[src/rtl/mem_io_responder.sv]
// Memory-bus responder for the eLC-3 datapath: SRAM with wait states plus the
// keyboard / display / machine-control device page. One access per MIO_EN assertion.
module mem_io_responder #(
    parameter int unsigned WAIT_STATES = 2
) (
    input  logic        Clk,
    input  logic        Reset,
    input  logic        MIO_EN,
    input  logic        R_W,
    input  logic [15:0] Address,
    input  logic [15:0] Data_In,
    output logic [15:0] Data_Out,
    output logic        R,
    output logic [15:0] SRAM_Addr,
    output logic [15:0] SRAM_WData,
    input  logic [15:0] SRAM_RData,
    output logic        SRAM_CE,
    output logic        SRAM_WE,
    input  logic [7:0]  KB_Data,
    input  logic        KB_Valid,
    output logic [7:0]  DISP_Data,
    output logic        DISP_Valid,
    input  logic        DISP_Ready,
    output logic        Run
);

    localparam logic [1:0] IDLE    = 2'd0;
    localparam logic [1:0] ACCESS  = 2'd1;
    localparam logic [1:0] DONE    = 2'd2;
    localparam logic [1:0] RELEASE = 2'd3;

    localparam logic [15:0] DEV_BASE = 16'hFE00;
    localparam logic [15:0] A_KBSR   = 16'hFE00;
    localparam logic [15:0] A_KBDR   = 16'hFE02;
    localparam logic [15:0] A_DSR    = 16'hFE04;
    localparam logic [15:0] A_DDR    = 16'hFE06;
    localparam logic [15:0] A_MCR    = 16'hFFFE;

    localparam logic [3:0] WS_CNT = 4'(WAIT_STATES);

    logic [1:0]  state_q, state_d;
    logic [3:0]  cnt_q, cnt_d;
    logic        r_q, r_d;
    logic [15:0] dout_q, dout_d;
    logic [15:0] sram_addr_q, sram_addr_d;
    logic [15:0] sram_wdata_q, sram_wdata_d;
    logic        sram_ce_q, sram_ce_d;
    logic        sram_we_q, sram_we_d;
    logic        kbsr_q, kbsr_d;
    logic [7:0]  kbdr_q, kbdr_d;
    logic        disp_valid_q, disp_valid_d;
    logic [7:0]  disp_data_q, disp_data_d;
    logic [15:0] mcr_q, mcr_d;

    logic        dev_acc, dev_rd, dev_wr;
    logic [15:0] dev_rdata;

    always_comb begin
        dev_acc = (state_q == IDLE) && MIO_EN && (Address >= DEV_BASE);
        dev_rd  = dev_acc && !R_W;
        dev_wr  = dev_acc && R_W;
        case (Address)
            A_KBSR:  dev_rdata = {kbsr_q, 15'd0};
            A_KBDR:  dev_rdata = {8'h00, kbdr_q};
            A_DSR:   dev_rdata = {~disp_valid_q, 15'd0};
            A_DDR:   dev_rdata = {8'h00, disp_data_q};
            A_MCR:   dev_rdata = mcr_q;
            default: dev_rdata = '0;
        endcase
    end

    always_comb begin
        state_d      = state_q;
        cnt_d        = cnt_q;
        dout_d       = dout_q;
        sram_addr_d  = sram_addr_q;
        sram_wdata_d = sram_wdata_q;
        sram_ce_d    = sram_ce_q;
        sram_we_d    = sram_we_q;
        kbsr_d       = kbsr_q;
        kbdr_d       = kbdr_q;
        disp_valid_d = disp_valid_q;
        disp_data_d  = disp_data_q;
        mcr_d        = mcr_q;

        case (state_q)
            IDLE: begin
                if (MIO_EN) begin
                    if (Address < DEV_BASE) begin
                        sram_ce_d    = 1'b1;
                        sram_we_d    = R_W;
                        sram_addr_d  = Address;
                        sram_wdata_d = Data_In;
                        cnt_d        = '0;
                        state_d      = ACCESS;
                    end else begin
                        if (!R_W) dout_d = dev_rdata;
                        state_d = DONE;
                    end
                end
            end
            ACCESS: begin
                cnt_d = cnt_q + 4'd1;
                if (cnt_q == WS_CNT) begin
                    if (!sram_we_q) dout_d = SRAM_RData;
                    sram_ce_d = 1'b0;
                    sram_we_d = 1'b0;
                    state_d   = DONE;
                end
            end
            DONE:    state_d = MIO_EN ? RELEASE : IDLE;
            default: if (!MIO_EN) state_d = IDLE;
        endcase

        // A keyboard strobe on the same edge as a KBDR read wins: the read
        // already took the old character, the new one stays pending.
        if (dev_rd && (Address == A_KBDR)) kbsr_d = 1'b0;
        if (KB_Valid) begin
            kbdr_d = KB_Data;
            kbsr_d = 1'b1;
        end

        if (disp_valid_q && DISP_Ready) disp_valid_d = 1'b0;
        if (dev_wr && (Address == A_DDR) && !disp_valid_q) begin
            disp_valid_d = 1'b1;
            disp_data_d  = Data_In[7:0];
        end

        if (dev_wr && (Address == A_MCR)) mcr_d = Data_In;

        r_d = (state_d == DONE);
    end

    always_ff @(posedge Clk or negedge Reset) begin
        if (!Reset) begin
            state_q      <= IDLE;
            cnt_q        <= '0;
            r_q          <= 1'b0;
            dout_q       <= '0;
            sram_addr_q  <= '0;
            sram_wdata_q <= '0;
            sram_ce_q    <= 1'b0;
            sram_we_q    <= 1'b0;
            kbsr_q       <= 1'b0;
            kbdr_q       <= '0;
            disp_valid_q <= 1'b0;
            disp_data_q  <= '0;
            mcr_q        <= 16'h8000;
        end else begin
            state_q      <= state_d;
            cnt_q        <= cnt_d;
            r_q          <= r_d;
            dout_q       <= dout_d;
            sram_addr_q  <= sram_addr_d;
            sram_wdata_q <= sram_wdata_d;
            sram_ce_q    <= sram_ce_d;
            sram_we_q    <= sram_we_d;
            kbsr_q       <= kbsr_d;
            kbdr_q       <= kbdr_d;
            disp_valid_q <= disp_valid_d;
            disp_data_q  <= disp_data_d;
            mcr_q        <= mcr_d;
        end
    end

    assign Data_Out   = dout_q;
    assign R          = r_q;
    assign SRAM_Addr  = sram_addr_q;
    assign SRAM_WData = sram_wdata_q;
    assign SRAM_CE    = sram_ce_q;
    assign SRAM_WE    = sram_we_q;
    assign DISP_Data  = disp_data_q;
    assign DISP_Valid = disp_valid_q;
    assign Run        = mcr_q[15];

endmodule

[config.mk]
export PLATFORM = sky130hd
export DESIGN_NAME = mem_io_responder
export DESIGN_NICKNAME = d
export VERILOG_FILES = /design/src/rtl/mem_io_responder.sv
export SDC_FILE = /design/constraint.sdc
export NUM_CORES = 1
export LEC_CHECK = 0
export ABC_AREA = 0
export ABC_CLOCK_PERIOD_IN_PS = 1900
export CORE_UTILIZATION = 42
export DETAILED_ROUTE_END_ITERATION = 10
export GPL_TIMING_DRIVEN = 1
export MAX_ROUTING_LAYER = met4
export PLACE_DENSITY = 0.83
export SYNTH_ARGS = -nofsm -noshare
export SYNTH_HDL_FRONTEND = slang
export SYNTH_SLANG_ARGS = --single-unit
[constraint.sdc]
create_clock -name Clk -period 1.9 [get_ports Clk]
set_input_delay 0.285 -clock Clk [delete_from_list [all_inputs] [get_ports Clk]]
set_output_delay 0.285 -clock Clk [all_outputs]
set_load 0.1 [all_outputs]
-- Yosys cells after proc, flatten, opt, wreduce, memory -nomap -nowiden
Cells that the tools add are included.
- register bits: 91
- input port bits: 62
- logic and storage cells: 78
- output and inout port bits: 61
- add/sub/neg operators: 1
- order comparisons: 2
- multiplexer cells: 27
- equality and inequality tests: 15
- reduce and logical (&&, ||, !) cells: 19
- bitwise gates (word level): 1
- operators by type and width (kind ; count):
    $eq A16 B16 Y1 const B ; 5
    $mux W16 ; 5
    $pmux W16 S5 ; 1
    $pmux W16 S2 ; 1
    $ge A16 B16 Y1 const B ; 1
    $lt A16 B16 Y1 const B ; 1
    $mux W2 ; 5
    $ne A2 B2 Y1 const B ; 5
    $logic_and A1 B1 Y1 ; 9
    $mux W1 ; 9
    $mux W4 ; 2
    $pmux W4 S2 ; 1
    $pmux W2 S3 ; 1
    $reduce_and A3 Y1 ; 2
    $reduce_and A6 Y1 ; 1
    $reduce_bool A2 Y1 ; 3
    $add A4 B1 Y4 const B ; 1
    $eq A2 B2 Y1 const B ; 2
    $eq A4 B2 Y1 const B ; 1
    $pmux W1 S2 ; 2
    $reduce_and A4 Y1 ; 1
    $eq A2 B1 Y1 const B ; 1
    $logic_not A1 Y1 ; 2
    $logic_not A2 Y1 ; 1
    2 further kinds ; 2

-- Depth between registers and ports, before layout
- depth after elaboration: 7
- depth in mapped cells: 8
- mapped depth without buffers: 7

-- Worst setup path before layout
Ideal clock, no wire load.
- path kind: register -> register
- start: register sram_we_q, in the netlist SRAM_WE
- end: register dout_q[5], in the netlist Data_Out[5]
- library setup time: 0.087 ns
- required time: 1.813 ns
- arrival: 1.898 ns
- setup slack: -0.085 ns
- path buffers: 1
- period minus slack after synthesis: 1.985 ns
- cell stages (with the launch flop): 6
- cells stage by stage: dfrtp_1 > nor3b_2 > o21ai_2 > clkbuf_1 > nand2_1 > o211ai_1
- cells in the longest elaborated chain, start to end: 2
- RTL lines (element ; RTL line ; RTL):
    start, declared ; 48 ; logic sram_we_q, sram_we_d;
    start signal, assigned ; 157 ; sram_we_q <= sram_we_d;
    $ne A2 B2 Y1 (no source line) ; - ;
    $reduce_and A6 Y1 (no source line) ; - ;
    end signal, assigned ; 153 ; dout_q <= dout_d;
    end, declared ; 44 ; logic [15:0] dout_q, dout_d;
Every way passes these cells.
A chain may end at the register's enable or synchronous reset.

-- Worst setup path in the final report
- start: input Address[3]
- end: register mcr_q[7]
- cells in the longest elaborated chain, start to end: 4
- elaborated cells between the ends (all ways): 5
- those cells by class: 1 x order compare; 1 x eq/ne; 3 x reduce/logical
- RTL lines (element ; RTL line ; RTL):
    start, declared ; 10 ; input logic [15:0] Address,
    $ge A16 B16 Y1 ; 59 ; dev_acc = (state_q == IDLE) && MIO_EN && (Address >= DEV_BASE);
    $logic_and A1 B1 Y1 ; 59 ;
    $logic_and A1 B1 Y1 ; 61 ; dev_wr = dev_acc && R_W;
    $logic_and A1 B1 Y1 * ; 129 ; if (dev_wr && (Address == A_MCR)) mcr_d = Data_In;
    end signal, assigned ; 162 ; mcr_q <= mcr_d;
    end, declared ; 53 ; logic [15:0] mcr_q, mcr_d;
Mark *: on every way between the ends. The rest lies on a longest branch, timed or not.

==> flow_summary.toml <==
[final_layout]
drive_above_1_share_pct = 34.3
area.growth.synth_to_final_pct = 42.0
num_antenna_cells = 0
final_net_count = 561
fin_util_pct = 61.9

[worst_setup_path]
worstPathMaxFanout = 16
cp-start-kind = "input pin"
worst_path_dominant_cell_family = "buffers and inverters"
cp.arrival_ps = 2070
crit_chain = "clkdlybuf4s50_1 -> nand4_1 -> nor4_4 -> inv_2 -> nor2_4 -> buf_12 -> mux2_1"
crit_buf_inv = 3
cp.required_ps = 2130
cp_slowest_stage_delay_ps = 530
crit_type = "in2reg"
cp.depth = 7
worst-r2r-cell-count = 7
cp-end-kind = "flop"
crit_slowest_cell = "clkdlybuf4s50_1"

[clock_tree]
cts_tree = "yes"
cts_buffers = 9
cts_root_buffer = "clkbuf_8"
clock_latency_ps = 350
cts_setup_buffers = 0
cts.clk_slew.worst_paths_ps = 90
cts_sinks = 91
clock_path_buffers = 2
htreeDepth = 3

[global_routing]
grt_pass1_vias = 3198
grt_busiest_layer = "met2"
track_usage_pct = 21.3
grt-ovfl-total = 0
use_met3_pct = 4.39
grtUsageMet1_pct = 27.4
antenna_found_initial = 0
grt_pass1_wl_um = 16000
grt_max_degree = 52
met2_usage_pct = 35.0

[die]
coreArea_um2 = 9280
start_util_pct = 43.6
rows = 35
die_h_um = 100
die_w_um = 100
io_pins = 123
dieArea_um2 = 10000

[timing]
tightest_slew_ps = 506
finalCriticalPeriod_ps = 1840
slew_violations = 0
fmax_mhz = 544
hold_violations = 0
period_share_pct = 96.7
clock_skew_ps = 10.6
setup-violations-final = 0
relSlewSlack_pct = 66.2
finalSetupTns_ps = 0

[placed_design]
gp_congestion = 0.819
hpwlAfterDp_um = 7490
port_buffers = 122

[route]
antenna_left = 0
viasPerCell = 5.04
drt_iter0_markers = 134
drtPass1Iterations = 4
drt_wl_total_um = 10000
routed-via-count = 3183
drc = 0
routedWlPerCell_um = 15.9

[synth]
synth.area.mux_share_pct = 15.5
synthSimpleGateAreaFrac_pct = 16.8
synth_edf_count = 0
netlist_area_um2 = 4050
avgSynthCellArea_um2 = 11.7
synth_xor_area_share_pct = 0.216
yosysWarnings = 0
ys.flop_type = "dfrtp_1"
synth-compound-area-share_pct = 8.07
synthAdderAreaFrac_pct = 0.618
async_flop_share_pct = 100
synth_seq_area_share_pct = 56.3
synth_top_family_by_area = "simple AND/OR/NAND/NOR gates"
syn_inst = 346
synth_cell_type_count = 45
synth-seq-cells = 91
synth_fp_nets = 410

[status]
outcome = "completed"

[power]
peakVddDrop_v = 0.00161
leakagePower_nw = 2.73
power_density_nw_per_um2 = 1810

[run]
cap_violations = 0

[min_path]
min_path_type = "in2async"
## cells in the mapped netlist (2+ instances only)
| cell type | count | area [um^2] |
|---|---|---|
| inv_1 | 3 | 11.3 |
| buf_6 | 2 | 22.5 |
| a21oi_1 | 9 | 45.0 |
| ha_1 | 2 | 25.0 |
| a22o_1 | 2 | 17.5 |
| nor4_4 | 2 | 42.5 |
| nor4_1 | 2 | 12.5 |
| o31ai_1 | 2 | 15.0 |
| a22oi_1 | 8 | 60.1 |
| and2_1 | 3 | 18.8 |
| nand3_1 | 4 | 20.0 |
| nor2_1 | 9 | 33.8 |
| nand2_1 | 72 | 270 |
| nand4b_1 | 7 | 61.3 |
| nand4_1 | 4 | 25.0 |
| mux2i_1 | 3 | 30.0 |
| o211ai_1 | 6 | 45.0 |
| nor3b_2 | 2 | 25.0 |
| buf_2 | 3 | 15.0 |
| dfrtp_1 | 90 | 2250 |
| mux2_1 | 10 | 113 |
| a21o_1 | 2 | 15.0 |
| o21ai_1 | 2 | 10.0 |
| nor2_4 | 2 | 22.5 |
| mux2_2 | 43 | 484 |
| and3_1 | 7 | 43.8 |
| o21ai_0 | 14 | 70.1 |
| nand2b_1 | 3 | 18.8 |
| clkbuf_1 | 11 | 41.3 |
| o22a_1 | 2 | 17.5 |
## area by class of cell
type,count,area [um^2]
clock buffer,10,128
clock inverter,6,88.8
fill,769,3530
inverter,4,15.0
multi-input combinational,234,1680
sequential,91,2280
tap,129,161
timing repair buffer,157,1390
## registers in the layout, indices dropped and copies added (netlist names)
register,count
cnt_q,4
SRAM_WData,16
DISP_Data,8
kbsr_q,1
kbdr_q,8
R,1
SRAM_CE,1
SRAM_WE,1
mcr_q,16
SRAM_Addr,16
state_q,2
Data_Out,16
DISP_Valid,1
## metrics by stage
stage	cells	hold slack (ps)	setup slack [ps]	instance area (um^2)	power, mW
2_1_floorplan	346	-10.6	76.6	4050	7.47
5_1_grt	631	393	-7.01	5750	10.9
3_3_place_gp	614	219	-242	5510	8.94
4_1_cts	631	381	52.9	5740	10.5
6_report	631	382	62.7	5750	10.4
3_5_place_dp	614	225	-322	5510	9.07
## report_power, final
group | switching, mW | internal (mW)
Sequential | 0.325 | 2.50
Clock | 0.678 | 0.744
Combinational | 4.73 | 1.44
## metal layers
| layer | wire [um] | vias to the layer above | part of all wire (%) |
|---|---|---|---|
| li1 | - | 1524 | - |
| met1 | 4370 | 1550 | 44 |
| met2 | 5000 | 96 | 50 |
| met3 | 545 | 13 | 5.4 |
| met4 | 87 | 0 | 0.87 |
| met5 | 0 | - | 0 |
## layout by cell type, fill, tap and decap left out, types with 3 or more instances in the layout
master and instances:
mux2_2 43, clkdlybuf4s50_1 60, dfrtp_1 88, inv_1 3, buf_12 5, and2_1 3, nor2_1 8, nand2b_1 3
clkbuf_8 9, nand2_1 72, a21oi_1 9, o211ai_1 6, a22oi_1 8, nand3_1 3, and3_1 7, buf_4 91
mux2i_1 3, nand4b_1 7, mux2_1 10, o21ai_0 14, nand4_1 4
## path summary, 6_finish.rpt
kind                            slack [ps]          start            end
worst max-delay path                    60     Address[3]       mcr_q[7]
worst min-delay path                   380          Reset      kbdr_q[5]
worst max register to register         100       cnt_q[1]    Data_Out[4]
worst min register to register         480  SRAM_WData[2]  SRAM_WData[2]
max in group asynchronous              920          Reset        SRAM_WE
min in group Clk                       480  SRAM_WData[2]  SRAM_WData[2]
## kinds of logic after synthesis
logic type | count (synthesis)
simple gates | 124
flops | 91
mux | 56
compound gates | 51
buf+inv | 21
fa+ha+maj | 2
xor+xnor | 1
## repair_timing
item | 4_1_cts | 5_1_grt
endpoints found under the setup margin | 0 | 8
hold endpoints to repair | 24 | 0
hold buffers | 1 | 0
resized for setup | 0 | 2
Note: power is estimated with default switching activity, not from simulation.
